## src/rtl/dmem_arb_pkg.sv

```systemverilog
// Shared state encoding, port indices and default timeout for the two-port
// data-memory arbiter.
package dmem_arb_pkg;

   typedef enum logic [1:0] {
      ST_IDLE,
      ST_ISSUE,
      ST_WAIT,
      ST_DONE
   } arb_state_t;

   localparam int unsigned PORT0 = 0;
   localparam int unsigned PORT1 = 1;

   localparam int DEFAULT_TIMEOUT_CYCLES = 4095;

endpackage

```

## src/rtl/dmem_arb_pick.sv

```systemverilog
// Combinational winner selection between the two requesters; one-hot grant out.
module dmem_arb_pick
   import dmem_arb_pkg::*;
#(
   parameter int FIXED_PRIO = 0
) (
   input  logic       i_req0,
   input  logic       i_req1,
   input  logic       i_last,
   output logic [1:0] o_grant
);

   // i_last is the index of the port granted most recently
   always_comb begin
      o_grant = '0;
      if (i_req0 && i_req1) begin
         if ((FIXED_PRIO != 0) || (i_last == 1'(PORT1))) begin
            o_grant[PORT0] = 1'b1;
         end else begin
            o_grant[PORT1] = 1'b1;
         end
      end else if (i_req0) begin
         o_grant[PORT0] = 1'b1;
      end else if (i_req1) begin
         o_grant[PORT1] = 1'b1;
      end
   end

endmodule

```

## src/rtl/dmem_arbiter.sv

```systemverilog
// Two-port arbiter in front of a single stalling DataMemory: one transaction at a
// time through IDLE -> ISSUE -> WAIT -> DONE, with a WAIT timeout and sticky ERR.
module dmem_arbiter
   import dmem_arb_pkg::*;
#(
   parameter int FIXED_PRIO     = 0,
   parameter int TIMEOUT_CYCLES = DEFAULT_TIMEOUT_CYCLES
) (
   input  logic        CLK,
   input  logic        RST_X,
   input  logic        P0_REN,
   input  logic        P1_REN,
   input  logic [3:0]  P0_WEN,
   input  logic [3:0]  P1_WEN,
   input  logic [31:0] P0_ADDR,
   input  logic [31:0] P1_ADDR,
   input  logic [31:0] P0_DIN,
   input  logic [31:0] P1_DIN,
   output logic [31:0] P0_DOUT,
   output logic [31:0] P1_DOUT,
   output logic        P0_STALL,
   output logic        P1_STALL,
   output logic        M_REN,
   output logic [3:0]  M_WEN,
   output logic [31:0] M_ADDR,
   output logic [31:0] M_DIN,
   input  logic [31:0] M_DOUT,
   input  logic        M_STALL,
   output logic [1:0]  GRANT,
   output logic        ERR
);

   localparam logic [31:0] TO_LAST = 32'(TIMEOUT_CYCLES - 1);

   arb_state_t  r_state;
   arb_state_t  w_next;
   logic [1:0]  r_owner;
   logic        r_last;
   logic        r_is_read;
   logic [31:0] r_cnt;
   logic        r_err;
   logic        r_m_ren;
   logic [3:0]  r_m_wen;
   logic [31:0] r_m_addr;
   logic [31:0] r_m_din;
   logic [31:0] r_p0_dout;
   logic [31:0] r_p1_dout;

   logic        w_req0;
   logic        w_req1;
   logic [1:0]  w_pick;
   logic        w_timeout;
   logic        w_unused_addr_lsbs;

   assign w_req0    = P0_REN | (|P0_WEN);
   assign w_req1    = P1_REN | (|P1_WEN);
   assign w_timeout = (r_cnt == TO_LAST);
   assign w_unused_addr_lsbs = ^{P0_ADDR[1:0], P1_ADDR[1:0]};

   dmem_arb_pick #(
      .FIXED_PRIO(FIXED_PRIO)
   ) u_pick (
      .i_req0  (w_req0),
      .i_req1  (w_req1),
      .i_last  (r_last),
      .o_grant (w_pick)
   );

   always_ff @(posedge CLK) begin
      if (!RST_X) begin
         r_state <= ST_IDLE;
      end else begin
         r_state <= w_next;
      end
   end

   always_comb begin
      w_next   = r_state;
      GRANT    = '0;
      P0_STALL = w_req0;
      P1_STALL = w_req1;
      case (r_state)
         ST_IDLE: begin
            if (!M_STALL && (w_pick != '0)) w_next = ST_ISSUE;
         end
         ST_ISSUE: begin
            GRANT  = r_owner;
            w_next = ST_WAIT;
         end
         ST_WAIT: begin
            GRANT = r_owner;
            if (!M_STALL || w_timeout) w_next = ST_DONE;
         end
         ST_DONE: begin
            GRANT    = r_owner;
            P0_STALL = w_req0 & ~r_owner[PORT0];
            P1_STALL = w_req1 & ~r_owner[PORT1];
            w_next   = ST_IDLE;
         end
         default: w_next = ST_IDLE;
      endcase
   end

   // Command registers are loaded on the IDLE->ISSUE edge so M_REN/M_WEN are
   // high exactly for the ISSUE cycle.
   always_ff @(posedge CLK) begin
      if (!RST_X) begin
         r_owner   <= '0;
         r_last    <= 1'(PORT1);
         r_is_read <= 1'b0;
         r_cnt     <= '0;
         r_err     <= 1'b0;
         r_m_ren   <= 1'b0;
         r_m_wen   <= '0;
         r_m_addr  <= '0;
         r_m_din   <= '0;
         r_p0_dout <= '0;
         r_p1_dout <= '0;
      end else begin
         r_m_ren <= 1'b0;
         r_m_wen <= '0;
         case (r_state)
            ST_IDLE: begin
               if (w_next == ST_ISSUE) begin
                  r_owner <= w_pick;
                  r_last  <= w_pick[PORT1];
                  if (w_pick[PORT0]) begin
                     r_m_addr  <= {P0_ADDR[31:2], 2'b00};
                     r_m_din   <= P0_DIN;
                     r_m_wen   <= P0_WEN;
                     r_m_ren   <= P0_REN & (P0_WEN == '0);
                     r_is_read <= (P0_WEN == '0);
                  end else begin
                     r_m_addr  <= {P1_ADDR[31:2], 2'b00};
                     r_m_din   <= P1_DIN;
                     r_m_wen   <= P1_WEN;
                     r_m_ren   <= P1_REN & (P1_WEN == '0);
                     r_is_read <= (P1_WEN == '0);
                  end
               end
            end
            ST_ISSUE: r_cnt <= '0;
            ST_WAIT: begin
               if (!M_STALL) begin
                  if (r_is_read && r_owner[PORT0]) r_p0_dout <= M_DOUT;
                  if (r_is_read && r_owner[PORT1]) r_p1_dout <= M_DOUT;
               end else if (w_timeout) begin
                  r_err <= 1'b1;
               end else begin
                  r_cnt <= r_cnt + 32'd1;
               end
            end
            default: ;
         endcase
      end
   end

   assign M_REN   = r_m_ren;
   assign M_WEN   = r_m_wen;
   assign M_ADDR  = r_m_addr;
   assign M_DIN   = r_m_din;
   assign P0_DOUT = r_p0_dout;
   assign P1_DOUT = r_p1_dout;
   assign ERR     = r_err;

endmodule
```

## config.mk

```make
export PLATFORM = sky130hd
export DESIGN_NAME = dmem_arbiter
export DESIGN_NICKNAME = d
export VERILOG_FILES = /design/src/rtl/dmem_arb_pkg.sv /design/src/rtl/dmem_arb_pick.sv /design/src/rtl/dmem_arbiter.sv
export SDC_FILE = /design/constraint.sdc
export NUM_CORES = 1
export LEC_CHECK = 0
export ABC_AREA = 1
export ABC_CLOCK_PERIOD_IN_PS = 5600
export CAP_MARGIN = 15
export CORE_MARGIN = 2
export CORE_UTILIZATION = 48
export DETAILED_ROUTE_END_ITERATION = 10
export HOLD_SLACK_MARGIN = 0.05
export PLACE_DENSITY_LB_ADDON = 0.3
export SKIP_CTS_REPAIR_TIMING = 1
export SLEW_MARGIN = 20
export SYNTH_ARGS = -nofsm -noshare
export SYNTH_HDL_FRONTEND = slang
export SYNTH_HIERARCHICAL = 1
export SYNTH_SLANG_ARGS = --single-unit
export TNS_END_PERCENT = 50
```

## constraint.sdc

```tcl
create_clock -name CLK -period 5.6 [get_ports CLK]
set_input_delay 1.4 -clock CLK [delete_from_list [all_inputs] [get_ports CLK]]
set_output_delay 1.4 -clock CLK [all_outputs]
set_load 0.02 [all_outputs]
```

Word-level counts from Yosys, hierarchy flattened
Index checks and enable logic that the tools add are counted.
{ "totals": {"elab_cells": 69, "reg_bits": 172, "output_inout_bits": 138} }
{ "op_classes": {"mux": 20, "add_sub_neg": 1, "bitwise_logic": 9, "n_eq_ne": 7, "n_reduce_logical": 20} }
{ "ops": {"columns": ["op", "count"], "rows": [
  ["2-to-1 mux 32 bit", 4],
  ["case mux 32 bit (2 select lines)", 1],
  ["adder 32 x 1 -> 32 bit, second input constant", 1],
  ["== test 32 x 12 -> 1 bit, second input constant", 1],
  ["AND reduction 3 bit", 5],
  ["2-to-1 mux 1 bit", 9],
  ["zero test 4 bit", 2],
  ["2-to-1 mux 2 bit", 4],
  ["case mux 2 bit (4 select lines)", 1],
  ["OR reduction 4 bit", 2],
  ["AND 1 bit", 4],
  ["== test 2 x 1 -> 1 bit, second input constant", 2],
  ["== test 2 bit, second input constant", 2],
  ["logical AND 1 bit", 4],
  ["2-to-1 mux 4 bit", 1],
  ["!= test 2 bit, second input constant", 2],
  ["nonzero test 2 bit", 2],
  ["inverter 1 bit", 3],
  ["OR reduction 3 bit", 1],
  ["zero test 2 bit", 1],
  ["OR 1 bit", 2],
  ["AND reduction 2 bit", 1],
  ["zero test 1 bit", 1],
  ["logical OR 1 bit", 1]
]} }

Depth between registers and ports, before layout
Gate-level depths: netlist (run 1).
{ "logic_depth": {"ltp_word": 11, "depth_mapped": 14} }

Cells and area by module
The synthesis (run 1) kept the hierarchy.
{ "by_module_without_submodules": {"columns": ["module", "area_each_um2", "cells_each", "instances", "seq_area_each_um2"], "rows": [
  ["dmem_arbiter", 8353.0, 1301, 1, 3403.3],
  ["dmem_arb_pick", 21.3, 5, 1, 0.0]
]} }

Worst setup path before layout (run 1)
Ideal clock, no wire load.
{ "synth_timing": {"path_type": "input to output", "startpoint": "in P0_WEN[2]", "endpoint": "out P0_STALL", "setup_slack_ps": 2059, "required_ps": 4200, "cell_stages": 4, "arrival_time_ps": 2141, "cell_sequence": "nor4_1 nand2_1 o21ai_0 inv_1"} }
{ "synth_via": {"elab_chain_len": 4} }
{ "synth_lines": {"columns": ["item", "line_no", "text"], "rows": [
  ["from (decl)", "dmem_arbiter.sv:13", "input logic [3:0] P0_WEN,"],
  ["OR reduction 4 bit (*)", "dmem_arbiter.sv:55", "assign w_req0 = P0_REN | (|P0_WEN);"],
  ["OR 1 bit (*)", "dmem_arbiter.sv:55", null],
  ["named net w_req0", "dmem_arbiter.sv:49", "logic w_req0;"],
  ["AND 1 bit", "dmem_arbiter.sv:96", "P0_STALL = w_req0 & ~r_owner[PORT0];"],
  ["2-to-1 mux 1 bit (*)", "dmem_arbiter.sv:82", "case (r_state)"],
  ["to (decl)", "dmem_arbiter.sv:21", "output logic P0_STALL,"]
]} }
The timed path passes the listed nets; every way through them passes the cells marked *.

Final worst setup path (run 1)
{ "layout_timing": {"startpoint": "in P1_WEN[2]", "endpoint": "out P1_STALL"} }
{ "layout_via": {"elab_chain_len": 4} }
{ "layout_lines": {"columns": ["item", "line_no", "text"], "rows": [
  ["from (decl)", "dmem_arbiter.sv:14", "input logic [3:0] P1_WEN,"],
  ["OR reduction 4 bit (*)", "dmem_arbiter.sv:56", "assign w_req1 = P1_REN | (|P1_WEN);"],
  ["OR 1 bit (*)", "dmem_arbiter.sv:56", null],
  ["named net w_req1", "dmem_arbiter.sv:50", "logic w_req1;"],
  ["AND 1 bit", "dmem_arbiter.sv:97", "P1_STALL = w_req1 & ~r_owner[PORT1];"],
  ["2-to-1 mux 1 bit (*)", "dmem_arbiter.sv:82", null],
  ["to (decl)", "dmem_arbiter.sv:22", "output logic P1_STALL,"]
]} }
Marks and branches as above.

==> results of run 1 <==
synth_stat cells, drive strengths merged:
cell / count / area (µm²)
a211oi: 1 / 7.51
a21oi: 148 / 741
buf: 31 / 174
clkbuf: 53 / 199
conb: 1 / 3.75
dfxtp: 170 / 3400
ha: 6 / 75.1
inv: 132 / 495
nand2: 418 / 1570
nand3: 39 / 205
nand4: 66 / 413
nor2: 148 / 561
nor4: 6 / 37.5
o21a: 1 / 7.51
o21ai: 72 / 360
o21bai: 5 / 37.5
o31ai: 1 / 12.5
xnor2: 2 / 17.5
xor2: 6 / 52.6
worst reg2reg max path: stages, from the launching register on:
cell                       delay (ns)
sky130_fd_sc_hd__dfxtp_1         0.38
sky130_fd_sc_hd__inv_1           0.09
sky130_fd_sc_hd__ha_2            0.34
sky130_fd_sc_hd__clkinv_2        0.69
sky130_fd_sc_hd__nand3_2         0.30
sky130_fd_sc_hd__buf_4           0.63
sky130_fd_sc_hd__nand2_1         0.19
sky130_fd_sc_hd__a21oi_1         0.18
cell type report:
class | count | area, µm²
clock buffer | 18 | 439
clock inverter | 13 | 181
inverter | 132 | 497
sequential | 170 | 3400
timing repair buffer | 316 | 3130
multi-input combinational | 921 | 4150
tap | 225 | 282
fill | 1439 | 5100
final timing paths:
path / cells after the start / end / from
worst max-delay path: 6 / P1_STALL / P1_WEN[2]
worst min register to register: 2 / P1_DOUT[23]$_SDFFE_PN0P_ / P1_DOUT[23]$_SDFFE_PN0P_
worst min-delay path: 2 / P1_DOUT[23]$_SDFFE_PN0P_ / P1_DOUT[23]$_SDFFE_PN0P_
worst max register to register: 7 / M_ADDR[11]$_SDFFE_PN0P_ / r_state[0]$_SDFF_PN0_
state kept, by name, indices dropped and copies added, names as in the netlist:
name       flops
ERR            1
M_ADDR        30
M_DIN         32
M_REN          1
M_WEN          4
P0_DOUT       32
P1_DOUT       32
r_cnt         32
r_is_read      1
r_last         1
r_owner        2
r_state        2
where the power goes:
group	switching [mW]	internal, mW	total (mW)
Combinational	1.30	0.691	1.99
Clock	0.527	0.726	1.25
Sequential	0.107	1.39	1.50
Total	1.94	2.81	4.75
stage by stage:
stage / hold WS [ns] / util
floorplan: 0.438 / -
global placement: 0.431 / 0.666
CTS: 0.448 / 0.702
global route: 0.462 / 0.703
finish: 0.447 / 0.703
detailed placement: 0.436 / 0.666
routing by layer:
metal  up-vias  track usage  share of wire
li1       4661            -              -
met1      4107        0.343           0.40
met2       304        0.468           0.48
met3        63       0.0906          0.079
met4         0        0.126          0.037
met5         -            0              0
cell families after synthesis:
kind of cell	count (synthesis)	synth area share
AO/OA/AOI/OAI	228	0.139
XOR/XNOR	8	0.00837
adder cells (fa/ha/maj)	6	0.00896
buffers and inverters	216	0.104
flip-flops	170	0.406
other	1	0.000448
AND/OR/NAND/NOR	677	0.333
==> reports/summary.json, run 1 <==
{
  "place": {
    "place_worst_setup_slack_ns": 0.783,
    "gp_congestion": 0.912,
    "quantity_of_i_o_buffers_inserted_on_ports": 304,
    "dpl.cell_count": 1764,
    "dp_hpwl_um": 18800,
    "placement.cell_area_um2": 11400
  },
  "clock_network": {
    "cts_buffers": 17,
    "clock-sinks": 170,
    "clock_insertion_delay_worst_skew_ns": 0.44,
    "cts_max_path_buffers": 2,
    "tritoncts": "built",
    "clk_transition_reported_paths_ns": 0.07,
    "clk_root_buffer_cell": "sky130_fd_sc_hd__clkbuf_16",
    "h-tree-depth": 4
  },
  "worst_setup_path": {
    "cpLargestDelayFamily": "buffers and inverters",
    "critPathMaxStageDelay_ns": 0.60,
    "critPathArrivalTime_ns": 3.33,
    "setup.reg_to_reg.worst_slack_ns": 2.72,
    "timing.critical_path.fanout_max": 3,
    "setup_crit_start_kind": "input pin",
    "cpMostUsedCell": "sky130_fd_sc_hd__clkdlybuf4s50_1",
    "timing.setup.critical_path_class": "in2out",
    "critical_path.cell_chain": "clkdlybuf4s50_1 > nor4_1 > nand2_1 > o21ai_0 > inv_1 > clkdlybuf4s50_1",
    "critPathRequiredTime_ns": 4.20,
    "crit_path_end_kind": "output port",
    "critical_path_buf_inv_count": 3,
    "cp_slowest_cell": "sky130_fd_sc_hd__nor4_1"
  },
  "routing": {
    "drt-initial-drc-count": 651,
    "drt_pass_1_iters": 5,
    "via_count": 9135,
    "avgViaCountPerCell": 5.09,
    "post_drt_wl_per_cell_um": 15.0,
    "drt.antenna.violating_nets": 0,
    "remaining_drc_errors": 0,
    "totalWireLength_um": 27000
  },
  "logic_synthesis": {
    "number_of_flip_flops_and_latches_in_the_synthesized_netlist": 170,
    "netlist-cell-type-count": 26,
    "synth.avg_cell_area_um2": 6.41,
    "mappedNetlistArea_um2": 8370,
    "synth_warnings": 6,
    "syn-instance-count": 1306,
    "synth-seq-area-share": 0.406
  },
  "floorplan": {
    "design.core.area_um2": 17200,
    "floorplan.initialDensity": 0.488,
    "top_level_ports": 311,
    "dieHeight_um": 136,
    "dieWidth_um": 136,
    "fp-row-count": 48,
    "design.die.area_um2": 18500
  },
  "global_routing": {
    "number_of_antenna_violations_at_the_first_check_in_global_routing": 0,
    "first_global_vias": 8273,
    "groute.usage.overall": 0.286,
    "globalRoute.totalOverflow": 0,
    "wire_length_of_the_first_global_routing_pass_um": 41900,
    "grt_max_degree": 74
  },
  "final_layout": {
    "finish.cell_count_without_fillers": 1795,
    "antennaDiodeCount": 0,
    "finish.net_count": 1737,
    "commonest_non_fill_non_tap_cells_in_the_layout": "sky130_fd_sc_hd__nand2_1 (416), sky130_fd_sc_hd__clkdlybuf4s50_1 (303), sky130_fd_sc_hd__dfxtp_1 (170)",
    "fin_area_um2": 12100,
    "area_delta_synth_final_pct": 44.2,
    "mostFrequentLayoutCell": "sky130_fd_sc_hd__nand2_1",
    "drive_above_1_share": 0.0369
  },
  "pwr": {
    "ir_worst_vdd_mv": 0.362,
    "power_density_over_the_cells_nw_per_um2": 393,
    "p_leak_nw": 4.57,
    "post-layout-total-power_mw": 4.75
  },
  "min_path": {
    "worst_hold_path_type": "reg2reg"
  },
  "timing": {
    "layout_worst_path_cycle_share": 0.845,
    "final_number_of_setup_violating_endpoints": 0,
    "clock-skew-final_ns": 0.0147,
    "max_slew_margin": 0.371,
    "achievable-frequency_mhz": 211,
    "layout_min_cycle_time_ns": 4.73,
    "setup_ws_ns": 0.867,
    "timing.final.max_slew_violations": 0,
    "finalHoldViolations": 0,
    "finalSetupTns_ns": 0,
    "grt_setup_unrepaired": "no",
    "worstMarginPinSlew_ns": 0.944
  },
  "status": {
    "outcome": "completed"
  },
  "flow_run": {
    "drv.max_cap_violation_count": 0
  }
}
No activity file was read; power rests on OpenSTA's default activity.
==> run 2, diff against run 1 <==
--- a/config.mk
+++ b/config.mk
@@ -6,10 +6,10 @@
 export NUM_CORES = 1
 export LEC_CHECK = 0
 export ABC_AREA = 1
-export ABC_CLOCK_PERIOD_IN_PS = 5600
+export ABC_CLOCK_PERIOD_IN_PS = 4300
 export CAP_MARGIN = 15
 export CORE_MARGIN = 2
-export CORE_UTILIZATION = 48
+export CORE_UTILIZATION = 41
 export DETAILED_ROUTE_END_ITERATION = 10
 export HOLD_SLACK_MARGIN = 0.05
 export PLACE_DENSITY_LB_ADDON = 0.3
==> constraint.sdc (replaced) <==
create_clock -name CLK -period 4.3 [get_ports CLK]
set_input_delay 1.075 -clock CLK [delete_from_list [all_inputs] [get_ports CLK]]
set_output_delay 1.075 -clock CLK [all_outputs]
set_load 0.02 [all_outputs]
==> run 2 against run 1 <==
Against the previous run:
- worst hold slack worse by 0.0045 ns
- clock skew down 0.0022 ns
- non-clock buffer count up 6
- sequential share of layout area down 0.31 points
- die area up 17%
- clock power up 27%
- setup slack worse by 0.59 ns
- sequential power up 30%
- routed wire length about the same
- critical path type unchanged
- critical endpoint is now P0_STALL
- largest cell class unchanged
- highest routed layer unchanged
==> reports/summary.json, run 2 (synthesis gave the netlist of run 1 again) <==
{
  "status": {
    "outcome": "completed"
  },
  "timing": {
    "max_slew_margin": {"value": 0.541, "change": "+0.170"},
    "layout_worst_path_cycle_share": 0.936,
    "finalHoldViolations": {"value": 0, "change": "unchanged"},
    "timing.final.max_slew_violations": {"value": 0, "change": "unchanged"},
    "finalSetupTns": {"value": 0, "unit": "ns", "change": "unchanged"},
    "worstMarginPinSlew": {"value": 0.689, "unit": "ns", "change": "-0.255 ns"},
    "achievable-frequency_mhz": 248,
    "grt_setup_unrepaired": "no",
    "final_number_of_setup_violating_endpoints": {"value": 0, "change": "unchanged"},
    "clock-skew-final": {"value": 0.0126, "unit": "ns", "change": "-0.00218 ns"},
    "layout_min_cycle_time_ns": 4.02
  },
  "worst_setup_path": {
    "cpLargestDelayFamily": "buffers and inverters",
    "critical_path.cell_chain": "clkdlybuf4s50_1 > nor4_1 > buf_4 > nand2_1 > o21ai_0 > inv_1 > clkdlybuf4s50_1",
    "critical_path_buf_inv_count": {"value": 4, "change": "+1"},
    "timing.critical_path.fanout_max": {"value": 4, "change": "+1"},
    "crit_path_end_kind": "output port",
    "cpMostUsedCell": "sky130_fd_sc_hd__clkdlybuf4s50_1",
    "critical_path_depth": {"value": 7, "change": "+1"},
    "critPathRequiredTime": {"value": 3.22, "unit": "ns", "change": "-0.98 ns"},
    "rr_worst_depth": {"value": 9, "change": "+2"},
    "setup_crit_start_kind": "input pin",
    "critPathMaxStageDelay": {"value": 0.56, "unit": "ns", "change": "-0.04 ns"},
    "setup.reg_to_reg.worst_slack": {"value": 1.45, "unit": "ns", "change": "-1.27 ns"},
    "worst_setup_path_startpoint": "P0_WEN[1]",
    "timing.setup.critical_path_class": "in2out",
    "worst_r2r_endpoint": "r_is_read$_SDFFE_PN0P_",
    "cp_slowest_cell": "sky130_fd_sc_hd__clkdlybuf4s50_1",
    "critPathCapture": "P0_STALL",
    "critPathArrivalTime": {"value": 2.95, "unit": "ns", "change": "-0.38 ns"},
    "r2r_start": "r_state[0]$_SDFF_PN0_"
  },
  "clock_network": {
    "clock_insertion_delay_worst_skew": {"value": 0.44, "unit": "ns", "change": "about the same"},
    "h-tree-depth": {"value": 4, "change": "unchanged"},
    "tritoncts": "built",
    "cts_buffers": {"value": 17, "change": "unchanged"},
    "cts_max_path_buffers": {"value": 2, "change": "unchanged"},
    "clk_transition_reported_paths": {"value": 0.07, "unit": "ns", "change": "about the same"},
    "clk_root_buffer_cell": "sky130_fd_sc_hd__clkbuf_16",
    "clock-sinks": {"value": 170, "change": "unchanged"}
  },
  "pwr": {
    "ir_worst_vdd": {"value": 0.287, "unit": "mV", "change": "-21%"},
    "power_density_over_the_cells": {"value": 508, "unit": "nW/µm²", "change": "+29%"},
    "p_leak": {"value": 4.62, "unit": "nW", "change": "+0.97%"}
  },
  "global_routing": {
    "wire_length_of_the_first_global_routing_pass": {"value": 43900, "unit": "µm", "change": "+4.7%"},
    "globalRoute.totalOverflow": {"value": 0, "change": "unchanged"},
    "first_global_vias": {"value": 8634, "change": "+4.4%"},
    "number_of_antenna_violations_at_the_first_check_in_global_routing": {"value": 0, "change": "unchanged"},
    "grt_max_degree": {"value": 70, "change": "-5.4%"},
    "groute.usage.overall": {"value": 0.251, "change": "-0.0341"}
  },
  "floorplan": {
    "design.die.area": {"value": 21600, "unit": "µm²", "change": "+17%"},
    "top_level_ports": {"value": 311, "change": "unchanged"},
    "dieWidth": {"value": 147, "unit": "µm", "change": "+8.0%"},
    "dieHeight": {"value": 147, "unit": "µm", "change": "+8.0%"},
    "floorplan.initialDensity": {"value": 0.415, "change": "-0.0723"},
    "design.core.area": {"value": 20200, "unit": "µm²", "change": "+17%"},
    "fp-row-count": {"value": 52, "change": "+8.3%"}
  },
  "routing": {
    "post_drt_wl_per_cell": {"value": 14.6, "unit": "µm", "change": "-2.8%"},
    "totalWireLength": {"value": 27000, "unit": "µm", "change": "about the same"},
    "drt-initial-drc-count": {"value": 496, "change": "-24%"},
    "avgViaCountPerCell": {"value": 4.90, "change": "-3.7%"},
    "drt_pass_1_iters": {"value": 5, "change": "unchanged"},
    "remaining_drc_errors": {"value": 0, "change": "unchanged"},
    "drt.antenna.violating_nets": {"value": 0, "change": "unchanged"},
    "via_count": {"value": 9050, "change": "-0.93%"}
  },
  "final_layout": {
    "footprint_of_the_multi_input_gates": {"value": 4130, "unit": "µm²", "change": "-0.36%"},
    "area_delta_synth_final_pct": 45.8,
    "drive_above_1_share": {"value": 0.0412, "change": "+0.00427"},
    "fin_area": {"value": 12200, "unit": "µm²", "change": "+1.1%"},
    "finish.net_count": {"value": 1743, "change": "+0.35%"},
    "register_area": {"value": 3400, "unit": "µm²", "change": "unchanged"},
    "commonest_non_fill_non_tap_cells_in_the_layout": "sky130_fd_sc_hd__nand2_1 (416), sky130_fd_sc_hd__clkdlybuf4s50_1 (303), sky130_fd_sc_hd__dfxtp_1 (170)",
    "mostFrequentLayoutCell": "sky130_fd_sc_hd__nand2_1",
    "nFillCells": {"value": 1926, "change": "+34%"},
    "antennaDiodeCount": {"value": 0, "change": "unchanged"}
  },
  "min_path": {
    "hp-start": "P0_DOUT[29]$_SDFFE_PN0P_",
    "worst_hold_path_type": "reg2reg"
  },
  "flow_run": {
    "drv.max_cap_violation_count": {"value": 0, "change": "unchanged"}
  },
  "place": {
    "gp_congestion": {"value": 0.917, "change": "+0.64%"},
    "placement.cell_area": {"value": 11600, "unit": "µm²", "change": "+1.2%"},
    "quantity_of_i_o_buffers_inserted_on_ports": {"value": 304, "change": "unchanged"},
    "dp_hpwl": {"value": 19600, "unit": "µm", "change": "+4.0%"}
  }
}
run 2: cell count changes in the layout (fill, tap and decap cells not counted), moves of 2 or more:
cell	before	now
sky130_fd_sc_hd__clkinv_8	0	6
sky130_fd_sc_hd__nand3_2	2	4
sky130_fd_sc_hd__buf_12	0	3
sky130_fd_sc_hd__inv_12	0	3
sky130_fd_sc_hd__inv_6	5	2
sky130_fd_sc_hd__bufinv_16	3	0
sky130_fd_sc_hd__buf_4	12	15
sky130_fd_sc_hd__nand3_4	2	0
run 2: layout make-up:
class / count / area share
timing repair buffer: 322 / 0.263
sequential: 170 / 0.279
clock inverter: 15 / 0.0169
inverter: 132 / 0.0407
multi-input combinational: 921 / 0.338
tap: 270 / 0.0277
clock buffer: 17 / 0.0348
run 2: per-stage QoR:
stage / instances / power, mW / utilization / setup WS (ns) / hold WS [ns]
2_1_floorplan: 1307 / 3.62 / - / 1.41 / 0.438
3_3_place_gp: 1815 / 4.59 / 0.574 / 0.245 / 0.431
3_5_place_dp: 1815 / 4.60 / 0.574 / 0.266 / 0.436
4_1_cts: 1847 / 6.22 / 0.605 / 0.243 / 0.447
5_1_grt: 1847 / 6.55 / 0.605 / 0.182 / 0.460
6_report: 1847 / 6.20 / 0.605 / 0.275 / 0.443
run 2: how the worst min path moves through the flow:
stage               cells past startpoint                       end  slack (ns)
finish                                  2  P0_DOUT[29]$_SDFFE_PN0P_        0.44
global route                            2   P0_DOUT[1]$_SDFFE_PN0P_        0.46
CTS                                     2  P0_DOUT[29]$_SDFFE_PN0P_        0.45
detailed placement                      2   P0_DOUT[1]$_SDFFE_PN0P_        0.44
global placement                        2  P0_DOUT[12]$_SDFFE_PN0P_        0.43
floorplan                               2    r_is_read$_SDFFE_PN0P_        0.44
run 2: per-layer routing:
| metal | GRT usage | vias to the layer above | share of wire |
|---|---|---|---|
| li1 | - | 4675 | - |
| met1 | 0.294 | 4065 | 0.41 |
| met2 | 0.431 | 250 | 0.49 |
| met3 | 0.0761 | 60 | 0.071 |
| met4 | 0.103 | 0 | 0.034 |
| met5 | 0 | - | 0 |
run 2: worst min-delay path, cell delays in order (launching register included):
cell and delay [ns]:
sky130_fd_sc_hd__dfxtp_1 0.31, sky130_fd_sc_hd__inv_1 0.04, sky130_fd_sc_hd__a21oi_1 0.04
run 2: report_power, final:
group | leakage (nW) | switching (mW) | internal [mW]
Combinational | 2.94 | 1.71 | 0.949
Clock | 0.304 | 0.783 | 0.808
Sequential | 1.38 | 0.133 | 1.81
==> run 3, diff against run 2 <==
--- a/config.mk
+++ b/config.mk
@@ -6,7 +6,6 @@
 export NUM_CORES = 1
 export LEC_CHECK = 0
 export ABC_AREA = 1
-export ABC_CLOCK_PERIOD_IN_PS = 4300
 export CAP_MARGIN = 15
 export CORE_MARGIN = 2
 export CORE_UTILIZATION = 41
==> results of run 3 <==
The final DEF is identical to that of run 2; final timing and power are the same.
==> patch 1 (flow settings as in run 2) <==
The 4 states of `arb_state_t` get a Gray code encoding in 2 bits.
--- a/src/rtl/dmem_arb_pkg.sv
+++ b/src/rtl/dmem_arb_pkg.sv
@@ -4,8 +4,8 @@
 
    typedef enum logic [1:0] {
-      ST_IDLE,
-      ST_ISSUE,
-      ST_WAIT,
-      ST_DONE
+      ST_IDLE  = 2'b00,
+      ST_ISSUE = 2'b01,
+      ST_WAIT  = 2'b11,
+      ST_DONE  = 2'b10
    } arb_state_t;
 
Formal check against the unedited RTL: no difference found for any inputs over 4 cycles, from zero or initial values and one cycle with RST_X low; so few cycles prove little.
==> patch 1 against run 2 <==
- count of clock-buffer cells in the layout up 3
- synthesized area down 8.4%
- sequential cell count unchanged
- setup slack better by 0.21 ns
- routed wire length down 6.8%
- clock skew up 0.0026 ns
- design area down 6.5%
Power is not compared: it rests on default switching activity, and its combinational part moved more than twofold at a synthesized area within 25%.
==> patch 1: results (changes against run 2) <==
| Metric | Value |
|---|---|
| Status | `complete, no violations` |
| Distinct cells, synth | `29 (+12%)` |
| Final WL | `25.2 mm (-6.8%)` |
| Share of cells above drive strength 1 | `5.05% (+0.93 points)` |
| Number of global-route vias before repair | `7947 (-8.0%)` |
| Global-route wire length before repair | `40.7 mm (-7.2%)` |
| Critical path origin | `P0_WEN[0]` |
| Final-stage net count | `1568 (-10%)` |
| Via Count | `8216 (-9.2%)` |
| Post-DP HPWL | `17.8 mm (-9.0%)` |
| Met3 usage | `8.46% (+0.85 points)` |
| GR Util met2 | `41.2% (-1.9 points)` |
| Top area cells in the synthesized netlist | `sky130_fd_sc_hd__dfxtp_1 (44%), sky130_fd_sc_hd__nand2_1 (13%), sky130_fd_sc_hd__nor2_1 (13%), sky130_fd_sc_hd__o21ai_0 (8.2%), sky130_fd_sc_hd__a31oi_1 (5.1%)` |
| Post-route clock skew | `0.0152 ns (+0.00260 ns)` |
| Sequential share of power | `40.7%` |
| Reg-to-reg endpoint | `r_cnt[0]` |
| Instance area after placement | `10800 um2 (-6.7%)` |
| Synthesized-area fraction occupied by xor and xnor cells | `1.26% (+0.42 points)` |
| Global routing usage summed across all routing layers | `25.4% (+0.29 points)` |
| Synthesized-area fraction occupied by ao, oa, aoi and oai cells | `17.1% (+3.2 points)` |
| Total met3 wirelength after detailed routing | `1.84 mm (-4.1%)` |
| Switching share of total power | `approximately 29%` |
| Worst reg2reg path startpoint | `r_cnt[0]` |
| Per-cell via count in the routed design | `5.01 (+2.2%)` |
| Filler Cells Inserted | `1699 (-12%)` |
| Most numerous cell types in the synthesized netlist | `sky130_fd_sc_hd__nand2_1 (269), sky130_fd_sc_hd__nor2_1 (256), sky130_fd_sc_hd__dfxtp_1 (170)` |
| Met1 routed wirelength after detailed routing | `10.6 mm (-3.3%)` |
| Weighted congestion reported at the end of routability-driven placement | `0.958 (+4.4%)` |
| Arithmetic-cell share of the synthesized area counting full adders, half adders and majority gates | `0.326% (-0.57 points)` |
| Fraction of the yosys area taken by sequential cells | `44.4% (+3.7 points)` |
| Worst R2R Path Depth | `11 (+2)` |
| Crit path DAT | `2.74 ns (-0.21 ns)` |
| Relative max-transition margin | `52.0% (-2.0 points)` |
| Mean Syn Cell Area | `6.79 um2 (+5.9%)` |
| Pin count of the biggest net entering global routing | `68 (-2.9%)` |
| Number of DRC markers after the initial detailed-route iteration | `543 (+9.5%)` |
| Grt met1 use | `30.6% (+1.2 points)` |
patch 1: cell count changes after synthesis, moves of 53 or more:
cell	run 2	this run
sky130_fd_sc_hd__a31oi_1	0	62
sky130_fd_sc_hd__a21oi_1	148	25
sky130_fd_sc_hd__nand2_1	417	269
sky130_fd_sc_hd__nand4_1	66	3
sky130_fd_sc_hd__inv_1	128	47
sky130_fd_sc_hd__nor2_1	146	256
sky130_fd_sc_hd__o21ai_0	72	125
patch 1: worst min-delay path by stage:
stage                          start         end  slack [ns]  depth (start not counted)
final                            ERR         ERR        0.45                          2
after floorplan           r_state[0]  r_state[1]        0.43                          2
after global routing             ERR         ERR        0.47                          2
after global placement    r_state[0]  r_state[1]        0.44                          2
after CTS                        ERR         ERR        0.46                          2
after detailed placement         ERR         ERR        0.45                          2
patch 1: final cells by class:
cell class / count / area (um2) / area share, %
Sequential cell: 170 / 3400 / 29.8
Tap cell: 234 / 293 / 2.56
Timing Repair Buffer: 314 / 3140 / 27.5
Clock inverter: 12 / 151 / 1.33
Inverter: 52 / 195 / 1.71
Multi-Input combinational cell: 838 / 3770 / 33.0
Clock buffer: 20 / 467 / 4.09
patch 1: metrics by stage:
| step | util, % | worst slack [ns] |
|---|---|---|
| floorplan | - | 1.51 |
| global placement | 58.3 | 0.527 |
| detailed placement | 58.3 | 0.489 |
| CTS | 61.7 | 0.479 |
| global route | 61.7 | 0.392 |
| finish | 61.7 | 0.488 |
patch 1: worst min-delay path, stage by stage, from the launching register on:
cell and delay, ns:
sky130_fd_sc_hd__dfxtp_1 0.31, sky130_fd_sc_hd__inv_1 0.05, sky130_fd_sc_hd__a21oi_1 0.05
==> patch 2 (flow settings as in run 2) <==
Without the edit above. The package constant `DEFAULT_TIMEOUT_CYCLES` goes from 4095 to 2047.
--- a/src/rtl/dmem_arb_pkg.sv
+++ b/src/rtl/dmem_arb_pkg.sv
@@ -13,5 +13,5 @@
    localparam int unsigned PORT1 = 1;
 
-   localparam int DEFAULT_TIMEOUT_CYCLES = 4095;
+   localparam int DEFAULT_TIMEOUT_CYCLES = 2047;
 
 endpackage
Behaviour: same outputs for any inputs over 4 cycles, from zero or initial values and one cycle with RST_X low; that may be too few to reach the edited logic, so the function may still have changed.
==> patch 2 against run 2 <==
- total power is 1.9% higher
- synthesized cell count up 0.84%
- design area grew 0.60%
- non-clock buffer count fell by 3
- synthesized area rose by 1.1%
- critical path depth stayed put
- largest cell class unchanged
- clock power grew 5%
- setup slack worse by 0.080 ns
- largest power group unchanged
- sequential cell count is the same
- routed wire length rose by 1.5%
==> patch 2: results (changes against run 2) <==
| Metric | Value |
|---|---|
| Proportion of final cell area spent on non-clock buffers | `26.2% (-0.14 points)` |
| Critical hold path startpoint | `P0_DOUT[9]` |
| Multi-input logic cell count | `930 (+0.98%)` |
| Critical path origin | `P1_WEN[1]` |
| Top area cells in the synthesized netlist | `sky130_fd_sc_hd__dfxtp_1 (40%), sky130_fd_sc_hd__nand2_1 (18%), sky130_fd_sc_hd__a21oi_1 (8.7%), sky130_fd_sc_hd__nor2_1 (6.7%), sky130_fd_sc_hd__inv_1 (5.3%)` |
| Terminating pin of the worst hold path | `P0_DOUT[9]` |
| Distinct cells, synth | `30 (+15%)` |
| Pin count of the biggest net entering global routing | `71 (+1.4%)` |
| Worst hold-check slack | `0.445 ns (+0.00224 ns)` |
| Final instance area | `12300 um2 (+0.60%)` |
| Total met3 wirelength after detailed routing | `1.92 mm (+0.10%)` |
| Synthesized-area fraction occupied by xor and xnor cells | `0.931% (+0.094 points)` |
| Area enclosed by the die boundary | `21800 um2 (+1.1%)` |
| Status | `complete, no violations` |
| Number of DRC markers after the initial detailed-route iteration | `542 (+9.3%)` |
| Weighted congestion reported at the end of routability-driven placement | `0.920 (+0.28%)` |
| GR Util met2 | `40.5% (-2.7 points)` |
| Crit path DAT | `3.03 ns (+0.08 ns)` |
| Met2 wire length | `12.9 mm (-1.9%)` |
| Non-filler cells in the finished layout | `1854 (+0.38%)` |
| Fmax achieved | `244 MHz (-1.9%)` |
| Arithmetic-cell share of the synthesized area counting full adders, half adders and majority gates | `0.887% (-0.0099 points)` |
| Instance area after placement | `11600 um2 (+0.46%)` |
| Fraction of the yosys area taken by sequential cells | `40.2% (-0.45 points)` |
| Detail-routed net length per standard cell | `14.8 um (+1.1%)` |
| Setup slack of the worst register-to-register path | `1.64 ns (+0.19 ns)` |
| Capturing element of the worst setup path | `P1_STALL` |
| Grt met1 use | `29.7% (+0.34 points)` |
| Share of cells above drive strength 1 | `4.17% (+0.045 points)` |
| Met1 routed wirelength after detailed routing | `11.4 mm (+4.0%)` |
| Met3 usage | `7.59% (-0.016 points)` |
| Filler Cells Inserted | `1860 (-3.4%)` |
| Post-route clock skew | `0.0143 ns (+0.00176 ns)` |
| Post-DP HPWL | `19.3 mm (-1.4%)` |
| Fraction of area in multi-input gates | `34.0% (+0.19 points)` |
| Relative max-transition margin | `29.0% (-25 points)` |
| Count of buffers not belonging to the clock network in the layout | `319 (-0.93%)` |
| Signal inverters | `133 (+0.76%)` |
| Via Count | `9150 (+1.1%)` |
| Mean Syn Cell Area | `6.43 um2 (+0.28%)` |
==> patch 2: cell count changes after synthesis, moves of 2 or more <==
cell                              run 2  this run
sky130_fd_sc_hd__o21bai_1             5         2
sky130_fd_sc_hd__nand3_1             37        39
sky130_fd_sc_hd__nor2_4               0         2
sky130_fd_sc_hd__o21ai_0             72        70
sky130_fd_sc_hd__nor2_2               2         0
sky130_fd_sc_hd__inv_2                4         7
sky130_fd_sc_hd__clkinv_1             0         7
sky130_fd_sc_hd__nor2_1             146       151
sky130_fd_sc_hd__inv_1              128       119
sky130_fd_sc_hd__nor3_1               0         3
sky130_fd_sc_hd__clkbuf_1            53        51
sky130_fd_sc_hd__buf_2               19        14
sky130_fd_sc_hd__nand3_2              2         4
sky130_fd_sc_hd__buf_4                3        10
==> patch 2: where the power goes <==
group          leakage (nW)  internal [mW]  total [mW]  switching, mW
logic                  2.90          0.963        2.69           1.73
registers              1.38           1.82        1.95          0.138
clock network         0.315          0.902        1.67          0.767
total                  4.59           3.68        6.31           2.63
